## src/rtl/ysyx_22051145_fetch_queue.sv

```systemverilog
// ysyx_22051145_fetch_queue: fetch stage issuing one instruction read at a time into a {pc,inst} FIFO for decode
// Optional same-cycle response bypass to decode when FETCH_QUEUE_BYPASS_EN is defined.
module ysyx_22051145_fetch_queue #(
  parameter int DEPTH  = 4,
  parameter int ADDR_W = 64,
  parameter int INST_W = 32
) (
  input  logic              clk,
  input  logic              rst,
  input  logic [ADDR_W-1:0] pc_in,
  input  logic              pc_valid,
  output logic              pc_ready,
  input  logic              flush,
  output logic              mem_req_valid,
  input  logic              mem_req_ready,
  output logic [ADDR_W-1:0] mem_req_addr,
  input  logic              mem_rsp_valid,
  input  logic [INST_W-1:0] mem_rsp_data,
  output logic              id_valid,
  input  logic              id_ready,
  output logic [ADDR_W-1:0] id_pc,
  output logic [INST_W-1:0] id_inst
);
  localparam int PW = $clog2(DEPTH);
  localparam logic [PW:0] FULL = (PW+1)'(DEPTH);
  localparam logic [1:0] IDLE = 2'd0, WAIT_RSP = 2'd1, DROP = 2'd2;
  logic [1:0]        r_state;
  logic [1:0]        w_state_n;
  logic [ADDR_W-1:0] r_pend_pc;
  logic [PW-1:0]     r_rd_ptr, r_wr_ptr;
  logic [PW:0]       r_count;
  logic [ADDR_W-1:0] r_pc_q [DEPTH];
  logic [INST_W-1:0] r_inst_q [DEPTH];
  logic              w_rsp, w_byp, w_push, w_pop, w_nempty;
  assign w_nempty      = r_count != '0;
  assign mem_req_valid = (r_state == IDLE) & pc_valid & ~flush & (r_count < FULL) & ~rst;
  assign mem_req_addr  = pc_in;
  assign pc_ready      = mem_req_valid & mem_req_ready;
  assign w_rsp         = (r_state == WAIT_RSP) & mem_rsp_valid & ~flush;
`ifdef FETCH_QUEUE_BYPASS_EN
  assign w_byp = w_rsp & ~w_nempty & id_ready;
`else
  assign w_byp = 1'b0;
`endif
  assign w_push   = w_rsp & ~w_byp;
  assign w_pop    = w_nempty & ~flush & id_ready;
  assign id_valid = (w_nempty | w_byp) & ~flush;
  assign id_pc    = w_byp ? r_pend_pc : r_pc_q[r_rd_ptr];
  assign id_inst  = w_byp ? mem_rsp_data : r_inst_q[r_rd_ptr];
  // A response that arrives together with a flush is dropped without a detour through DROP.
  assign w_state_n = (r_state == IDLE)     ? (pc_ready ? WAIT_RSP : IDLE) :
                     (r_state == WAIT_RSP) ? (mem_rsp_valid ? IDLE : flush ? DROP : WAIT_RSP) :
                     (r_state == DROP)     ? (mem_rsp_valid ? IDLE : DROP) : IDLE;
  always_ff @(posedge clk) begin
    if (rst) begin
      r_state   <= IDLE;
      r_pend_pc <= '0;
    end else begin
      r_state <= w_state_n;
      if (pc_ready) r_pend_pc <= pc_in;
    end
  end
  always_ff @(posedge clk) begin
    if (rst || flush) begin
      r_count  <= '0;
      r_rd_ptr <= '0;
      r_wr_ptr <= '0;
    end else begin
      r_count <= r_count + (PW+1)'(w_push) - (PW+1)'(w_pop);
      if (w_push) r_wr_ptr <= r_wr_ptr + 1'b1;
      if (w_pop) r_rd_ptr <= r_rd_ptr + 1'b1;
    end
  end
  always_ff @(posedge clk) begin
    if (w_push) begin
      r_pc_q[r_wr_ptr]   <= r_pend_pc;
      r_inst_q[r_wr_ptr] <= mem_rsp_data;
    end
  end
endmodule

```

## config.mk

```make
export PLATFORM = sky130hd
export DESIGN_NAME = ysyx_22051145_fetch_queue
export DESIGN_NICKNAME = d
export VERILOG_FILES = /design/src/rtl/ysyx_22051145_fetch_queue.sv
export SDC_FILE = /design/constraint.sdc
export NUM_CORES = 1
export LEC_CHECK = 0
export ABC_AREA = 0
export CAP_MARGIN = 15
export CORE_UTILIZATION = 54
export DETAILED_ROUTE_END_ITERATION = 10
export PLACE_DENSITY = 0.86
export SKIP_CTS_REPAIR_TIMING = 1
export SLEW_MARGIN = 20
export SYNTH_ARGS = -nofsm -noshare
export SYNTH_HDL_FRONTEND = slang
export SYNTH_SLANG_ARGS = --single-unit
```

## constraint.sdc

```tcl
create_clock -name clk -period 6.3 [get_ports clk]
set_input_delay 1.26 -clock clk [delete_from_list [all_inputs] [get_ports clk]]
set_output_delay 1.26 -clock clk [all_outputs]
set_load 0.02 [all_outputs]
```

==> flow_summary.toml, run 1 <==
[logic_synthesis]
syn_nets = 962
synth_cell_types = 36
synth_compound_area_share_pct = 0.841
yosysSeqAreaShare_pct = 74.3
synth_top_family_by_area = "multiplexers"
synthXorXnorAreaFrac_pct = 0.0998
ys_ff_latch = 459
netlist_instances = 852
syn-mean-instance-area_um2 = 20.6
yosys_warnings = 0
syn_area_mm2 = 0.0175
ys.flop_type = "edfxtp_1"
async_flop_share_pct = 0
synth_edf_count = 384
synth_mux_area_share_pct = 16.8
synth_fa_ha_area_share_pct = 0.542
synth-simple-area-share_pct = 3.37

[routing]
wl_met1_um = 13600
first_iter_violations = 725
met2_length_um = 17300
ant_nets = 0
wl_met3_um = 2640
highest_layer = "met4"
dr.pass1.iters = 4
wirelength_um = 34100
vias = 8595
drc_errors = 0
drt-vias-per-instance = 5.60
wl_per_cell_um = 22.3

[worst_setup_path]
crit_path_max_fanout = 11
timing.critical_path.depth = 5
worstPathRequired_ns = 5.04
critPathBufInv = 3
crit_type = "in -> out"
r2r_cells = 3
rr_endpoint = "r_pc_q[2][1]$_DFFE_PP_"
worstSetupEndpointType = "output pin"
critPathTopFamily = "buffers and inverters"
r2r_slack_ns = 3.55
start_kind = "input port"
worstPathArrival_ns = 3.77
endpoint = "pc_ready"
crit-reg2reg-launch = "r_state[0]$_SDFF_PP0_"
crit_start = "flush"
critical_path.max_stage_delay_ns = 0.95
cp_slowest_cell = "nor4_2"
crit_top_cell = "clkdlybuf4s50_1"
cp_cell_sequence = "clkdlybuf4s50_1 -> nor4_2 -> nand3_4 -> inv_1 -> clkdlybuf4s50_1"

[die]
ios = 266
start_util_pct = 55.2
die_x_um = 182
die-area_mm2 = 0.0332
rows = 65
core_area_mm2 = 0.0318
fp.dieH_um = 182

[sta]
tightest_slew_ns = 1.09
max_freq_mhz = 199
slew_violations = 0
layout_setup_ws_ns = 1.27
fin_crit_ns = 5.03
timing.slew.headroom_pct = 27.3
fin_skew_ns = 0.0177
rsz0062_at_grt = "no"
fin_crit_sh_pct = 79.9
whs_ns = 0.495
fin_setup_tns_ns = 0
setup_viol = 0
finalHoldViolations = 0

[clocking]
root_buffer = "clkbuf_16"
numCtsBuffers = 44
cts.sinks = 459
cts_htree_levels = 2
clk_pin_slew_ns = 0.06
clkLatencyLatePin_ns = 0.53
cts_tree = "yes"
clockBufferDepth = 3

[grt]
antenna_found_initial = 0
grt_max_degree = 72
track_usage_pct = 20.8
grt_pass1_wl_um = 51700
grt_pass1_vias = 8809
gr-total-overflow = 0

[layout]
area_delta_synth_final_pct = 22.6
drive_above_1_share_pct = 20.8
fin_nets = 1176
final_common_cell = "edfxtp_1"
final_cell_mix = "384 x edfxtp_1, 264 x clkdlybuf4s50_1, 96 x mux4_2"
n_antenna_cell = 0
fill_cells = 1959

[placed_design]
dp_slack_ns = 1.31
gp_congestion = 0.729
io_buffers = 265
hpwl_um = 20000

[power_and_ir_drop]
p_per_area_mw_per_mm2 = 277
leakagePower_nw = 7.34
ir_drop_uv = 214

[run_status]
status = "finished clean"

[hold_path]
hp-class = "reg -> reg"

[job]
maxCapViolations = 0
==> worst min path at each step <==
stage                     slack, ns                      end                       start  depth (start not counted)
final                          0.50  r_pc_q[1][28]$_DFFE_PP_  r_pend_pc[28]$_SDFFE_PP0P_                          0
after global routing           0.52  r_pc_q[1][28]$_DFFE_PP_  r_pend_pc[28]$_SDFFE_PP0P_                          0
after CTS                      0.49  r_pc_q[1][28]$_DFFE_PP_  r_pend_pc[28]$_SDFFE_PP0P_                          0
after detailed placement       0.47   r_pc_q[3][7]$_DFFE_PP_   r_pend_pc[7]$_SDFFE_PP0P_                          0
after global placement         0.46                     flop    r_rd_ptr[1]$_SDFFE_PP0P_                          2
after floorplan                0.45   r_pc_q[0][0]$_DFFE_PP_   r_pend_pc[0]$_SDFFE_PP0P_                          0
==> per-stage QoR <==
step / utilization [%] / instances / instance area [µm²] / power, mW
after floorplan: - / 852 / 17500 / 3.49
after global placement: 63.5 / 1455 / 20200 / 3.60
after detailed placement: 63.5 / 1455 / 20200 / 3.61
after CTS: 67.7 / 1534 / 21500 / 5.99
after global routing: 67.7 / 1534 / 21500 / 6.11
final: 67.7 / 1534 / 21500 / 5.95
==> logic make-up after synthesis <==
group / Yosys count
flops: 459
mux: 153
buf+inv: 112
simple gates: 95
compound gates: 24
fa+ha+maj: 7
xor+xnor: 2
==> cells in the mapped netlist (3+ instances only) <==
master    instances  share of area (%)
a21oi_1          11               0.31
and2_1            6               0.21
buf_2            14               0.40
buf_4            65                2.8
buf_6             5               0.32
clkbuf_1         19               0.41
dfxtp_1          75                8.6
edfxtp_1        384                 66
ha_1              6               0.43
inv_1             6               0.13
mux2_2           17                1.1
mux2_4           38                3.3
mux4_2           96                 12
nand4_1          10               0.36
nor2_1            6               0.13
nor2b_1          55                2.0
nor3_1            3              0.086
o31ai_1          11               0.47
==> state kept, by name, summed over array words and instances, names as in the netlist, named ones only <==
signal,cells
r_count,3
r_pc_q,256
r_inst_q,128
r_wr_ptr,2
r_state,2
r_rd_ptr,2
r_pend_pc,64
==> worst register-to-register path, delay by kind of cell (launching register included) <==
family / cells / cell delay, ns
simple gates: 2 / 1.46
flops: 1 / 0.46
buf+inv: 1 / 0.46
==> area by class of cell <==
class                   instances  area [µm²]  area share (%)
well taps                     435         544            2.53
inverters                       7        26.3           0.122
multi-input cells             281        3820            17.8
clock inverters                12        57.6           0.267
flip-flops and latches        459       13000            60.6
repair buffers                273        2770            12.9
clock buffers                  67        1260            5.85
==> power by group <==
part / internal (mW) / total, mW / switching (mW)
Combinational: 0.128 / 0.235 / 0.106
Clock: 1.37 / 2.41 / 1.03
Sequential: 3.29 / 3.31 / 0.0196
Total: 4.79 / 5.95 / 1.16
==> routing by layer <==
metal | vias to the layer above | track usage (%)
met5 | - | 0
met4 | 0 | 4.87
met3 | 51 | 4.05
met2 | 393 | 35.4
met1 | 4405 | 28.0
li1 | 3746 | -
(Power assumes the default switching activity.)
==> run 2, diff against run 1 <==
--- a/config.mk
+++ b/config.mk
@@ -7,9 +7,9 @@
 export LEC_CHECK = 0
 export ABC_AREA = 0
 export CAP_MARGIN = 15
-export CORE_UTILIZATION = 54
+export CORE_UTILIZATION = 49
 export DETAILED_ROUTE_END_ITERATION = 10
-export PLACE_DENSITY = 0.86
+export PLACE_DENSITY = 0.82
 export SKIP_CTS_REPAIR_TIMING = 1
 export SLEW_MARGIN = 20
 export SYNTH_ARGS = -nofsm -noshare
==> constraint.sdc (replaced) <==
create_clock -name clk -period 4.05 [get_ports clk]
set_input_delay 0.81 -clock clk [delete_from_list [all_inputs] [get_ports clk]]
set_output_delay 0.81 -clock clk [all_outputs]
set_load 0.02 [all_outputs]
==> flow_summary.toml, run 2 (same netlist as run 1, synthesis figures left out) <==
[power_and_ir_drop]
p_per_area_mw_per_mm2 = 442
leakagePower_nw = 7.56
ir_drop_uv = 278

[run_status]
status = "finished clean"

[die]
ios = 266
core_area_mm2 = 0.0349
rows = 68
fp.dieH_um = 191
start_util_pct = 50.3
die-area_mm2 = 0.0366
die_x_um = 191

[clocking]
root_buffer = "clkbuf_16"
cts_tree = "yes"
numCtsBuffers = 46
cts_htree_levels = 2
clkLatencyLatePin_ns = 0.54
clockBufferDepth = 3
clk_pin_slew_ns = 0.06
cts.sinks = 459

[routing]
wl_per_cell_um = 21.6
first_iter_violations = 436
drt-vias-per-instance = 5.37
wirelength_um = 34100
ant_nets = 0
drc_errors = 0
vias = 8488
dr.pass1.iters = 4

[grt]
antenna_found_initial = 1
grt_pass1_wl_um = 51500
grt_max_degree = 54
grt_pass1_vias = 9050
gr-total-overflow = 0
track_usage_pct = 18.8

[sta]
rsz0062_at_grt = "no"
fin_setup_tns_ns = 0
tightest_slew_ns = 0.595
timing.slew.headroom_pct = 60.4
fin_crit_sh_pct = 87.4
max_freq_mhz = 283
fin_crit_ns = 3.54
setup_viol = 0
fin_skew_ns = 0.0125
finalHoldViolations = 0
slew_violations = 0

[job]
maxCapViolations = 0

[worst_setup_path]
cp_cell_sequence = "buf_12 -> mux4_2 -> clkdlybuf4s50_1"
worstPathRequired_ns = 3.24
cp_slowest_cell = "dfxtp_4"
crit_type = "reg -> out"
critPathBufInv = 2
start_kind = "flop"
worstSetupEndpointType = "output pin"
critPathTopFamily = "buffers and inverters"
worstPathArrival_ns = 2.73
critical_path.max_stage_delay_ns = 0.70
crit_path_max_fanout = 31

[layout]
seqCellArea_mm2 = 0.0130
fill_cells = 2389
fin_cells = 1581
final_common_cell = "edfxtp_1"
largest_register = "r_pc_q"
area_delta_synth_final_pct = 25.1
largest_reg_flops = 256
final_cell_mix = "384 x edfxtp_1, 264 x clkdlybuf4s50_1, 96 x mux4_2"
drive_above_1_share_pct = 23.2
fin_nets = 1198
multi_input_area_mm2 = 0.00382
largestRegisters = "r_pc_q: 256 flops, r_inst_q: 128 flops, r_pend_pc: 64 flops"

[hold_path]
hp-class = "reg -> reg"

[placed_design]
hpwl_um = 20900
gp_congestion = 0.731
io_buffers = 265
dp_cells = 1495
-- run 2: final cells by class --
| cell class | instances | area share, % |
|---|---|---|
| antenna | 1 | 0.0114 |
| sequential | 459 | 59.4 |
| timing repair buffer | 293 | 13.5 |
| clock buffer | 66 | 6.10 |
| tap | 455 | 2.59 |
| multi-input combinational | 281 | 17.4 |
| inverter | 7 | 0.120 |
| clock inverter | 19 | 0.849 |
-- run 2: power by group --
group	switching [mW]	internal (mW)	total [mW]
registers	0.0278	5.12	5.15
logic	0.165	0.203	0.368
clock network	1.68	2.50	4.18
total	1.88	7.83	9.70
-- run 2: stage by stage --
step	cell area (µm²)	hold WS (ns)	util (%)	total power [mW]	setup WS [ns]
after floorplan	17600	0.452	-	5.43	0.761
after global placement	20400	0.466	58.5	5.61	0.551
after detailed placement	20400	0.474	58.5	5.62	0.561
after CTS	21900	0.482	62.9	9.79	0.408
after global routing	22000	0.500	62.9	9.98	0.352
final	22000	0.487	62.9	9.70	0.512
-- run 2: worst paths after layout --
| check | startpoint | to | slack (ns) | depth (start not counted) |
|---|---|---|---|---|
| worst min-delay path | r_rd_ptr[0]$_SDFFE_PP0P_ | flop | 0.49 | 2 |
| worst min register to register | r_rd_ptr[0]$_SDFFE_PP0P_ | flop | 0.49 | 2 |
| worst max register to register | r_count[2]$_SDFF_PP0_ | r_count[2]$_SDFF_PP0_ | 1.57 | 10 |
| worst max-delay path | flop | id_pc[63] | 0.51 | 3 |
-- run 2: tightest hold or removal path: stages (launching register included) --
cell and delay, ns:
dfxtp_1 0.32, nand2_1 0.07, mux2i_1 0.06
-- run 2: routing by layer --
| metal | routed length, µm | share of wire [%] | vias to the layer above | track usage [%] |
|---|---|---|---|---|
| met5 | 0 | 0 | - | 0 |
| met4 | 623 | 1.8 | 0 | 5.22 |
| met3 | 2390 | 7.0 | 58 | 4.28 |
| li1 | - | - | 3800 | - |
| met2 | 16700 | 49 | 291 | 31.5 |
| met1 | 14500 | 42 | 4339 | 24.8 |
==> run 3, diff against run 2 <==
--- a/config.mk
+++ b/config.mk
@@ -10,6 +10,7 @@
 export CORE_UTILIZATION = 49
 export DETAILED_ROUTE_END_ITERATION = 10
 export PLACE_DENSITY = 0.82
+export REMOVE_ABC_BUFFERS = 1
 export SKIP_CTS_REPAIR_TIMING = 1
 export SLEW_MARGIN = 20
 export SYNTH_ARGS = -nofsm -noshare
==> constraint.sdc (replaced) <==
create_clock -name clk -period 4.05 [get_ports clk]
set_input_delay 0.81 -clock clk [delete_from_list [all_inputs] [get_ports clk]]
set_output_delay 0.81 -clock clk [all_outputs]
set_load 0.1 [all_outputs]
==> flow_summary.toml, run 3 (same netlist as run 1, synthesis figures left out) <==
[run_status]
status = "finished clean"

[sta]
timing.slew.headroom_pct = 30.2
slew_violations = 0
finalHoldViolations = 0
fin_crit_sh_pct = 83.5
fin_crit_ns = 3.38
rsz0062_at_grt = "no"
setup_viol = 0
max_freq_mhz = 296
fin_skew_ns = 0.0134
tightest_slew_ns = 1.05

[power_and_ir_drop]
p_per_area_mw_per_mm2 = 457
finalPower_mw = 9.79
ir_drop_uv = 348
leakagePower_nw = 7.64

[worst_setup_path]
timing.critical_path.depth = 4
cp_cell_sequence = "clkdlybuf4s50_1 -> or4_4 -> nor2_1 -> buf_12"
cp_slowest_cell = "or4_4"
r2r_cells = 10
worstPathArrival_ns = 2.57
crit_path_max_fanout = 11
critical_path.max_stage_delay_ns = 0.70
worstSetupEndpointType = "output pin"
start_kind = "input port"
critPathBufInv = 2
r2r_slack_ns = 1.51
critPathTopFamily = "simple AND/OR/NAND/NOR gates"
worstPathRequired_ns = 3.24
crit_type = "in -> out"

[routing]
wirelength_um = 33000
drc_errors = 0
vias = 8379
ant_nets = 0
drt-vias-per-instance = 5.35
wl_per_cell_um = 21.1
first_iter_violations = 507
dr.pass1.iters = 7

[placed_design]
gp_congestion = 0.766
io_buffers = 265
hpwl_um = 19500
dp_cells = 1485

[clocking]
clockBufferDepth = 3
cts_htree_levels = 2
clk_pin_slew_ns = 0.06
clkLatencyLatePin_ns = 0.53
cts.sinks = 459
cts_tree = "yes"
root_buffer = "clkbuf_16"
numCtsBuffers = 44

[grt]
grt_pass1_vias = 8683
antenna_found_initial = 0
grt_pass1_wl_um = 49400
track_usage_pct = 18.0
grt_max_degree = 56
gr-total-overflow = 0

[layout]
drive_above_1_share_pct = 36.8
final_cell_mix = "384 x edfxtp_1, 169 x buf_4, 101 x clkdlybuf4s50_1"
final_common_cell = "edfxtp_1"
largest_register = "r_pc_q"
largest_reg_flops = 256
fin_nets = 1186
largestRegisters = "r_pc_q: 256 flops, r_inst_q: 128 flops, r_pend_pc: 64 flops"
n_antenna_cell = 0
fin_cells = 1565
area_delta_synth_final_pct = 22.1

[hold_path]
hp-class = "reg -> reg"
hold_depth = 0

[die]
rows = 68
start_util_pct = 50.3
core_area_mm2 = 0.0349
ios = 266
die_x_um = 191
die-area_mm2 = 0.0366
fp.dieH_um = 191

[job]
maxCapViolations = 0
## run 3: cell types whose count changed in the layout (fill, tap and decap cells not counted), sizes merged
cell,change
clkbuf,-8
diode,-1
buf,+153
clkdlybuf4s50,-163
bufinv,+2
clkinv,+2
inv,-2
clkinvlp,+1
## run 3: layout make-up
| type | instances | area (µm²) |
|---|---|---|
| inverters | 7 | 26.3 |
| multi-input cells | 281 | 3820 |
| clock inverters | 22 | 239 |
| well taps | 455 | 569 |
| clock buffers | 58 | 1200 |
| flip-flops and latches | 459 | 13000 |
| fillers | 2410 | 13500 |
| repair buffers | 283 | 2520 |
## run 3: path summary, 6_finish.rpt
check	start	end
worst max register to register	r_count[2]$_SDFF_PP0_	r_count[2]$_SDFF_PP0_
worst min register to register	r_pend_pc[20]$_SDFFE_PP0P_	r_pc_q[2][20]$_DFFE_PP_
worst min-delay path	r_pend_pc[20]$_SDFFE_PP0P_	r_pc_q[2][20]$_DFFE_PP_
worst max-delay path	flush	mem_req_valid
## run 3: metal layers
layer	up-vias	global-route usage [%]	part of all wire (%)	wire length (µm)
li1	3781	-	-	-
met1	4254	24.1	42	13700
met2	287	30.4	50	16600
met3	57	3.29	5.9	1940
met4	0	4.88	2.3	753
met5	-	0	0	0
## run 3: through the flow
stage / cell area [µm²] / setup WS (ns) / hold WS (ns) / TNS (ns) / util (%)
2_1_floorplan: 16900 / -1.78 / 0.452 / -233.09 / -
3_3_place_gp: 20000 / 0.612 / 0.456 / 0 / 57.3
3_5_place_dp: 20000 / 0.596 / 0.480 / 0 / 57.3
4_1_cts: 21400 / 0.660 / 0.492 / 0 / 61.4
5_1_grt: 21400 / 0.575 / 0.517 / 0 / 61.4
6_report: 21400 / 0.667 / 0.489 / 0 / 61.4
## run 3: where the power goes
group	leakage [nW]	switching, mW	internal [mW]
Combinational	2.58	0.409	0.188
Sequential	4.36	0.0274	5.12
Clock	0.698	1.64	2.41
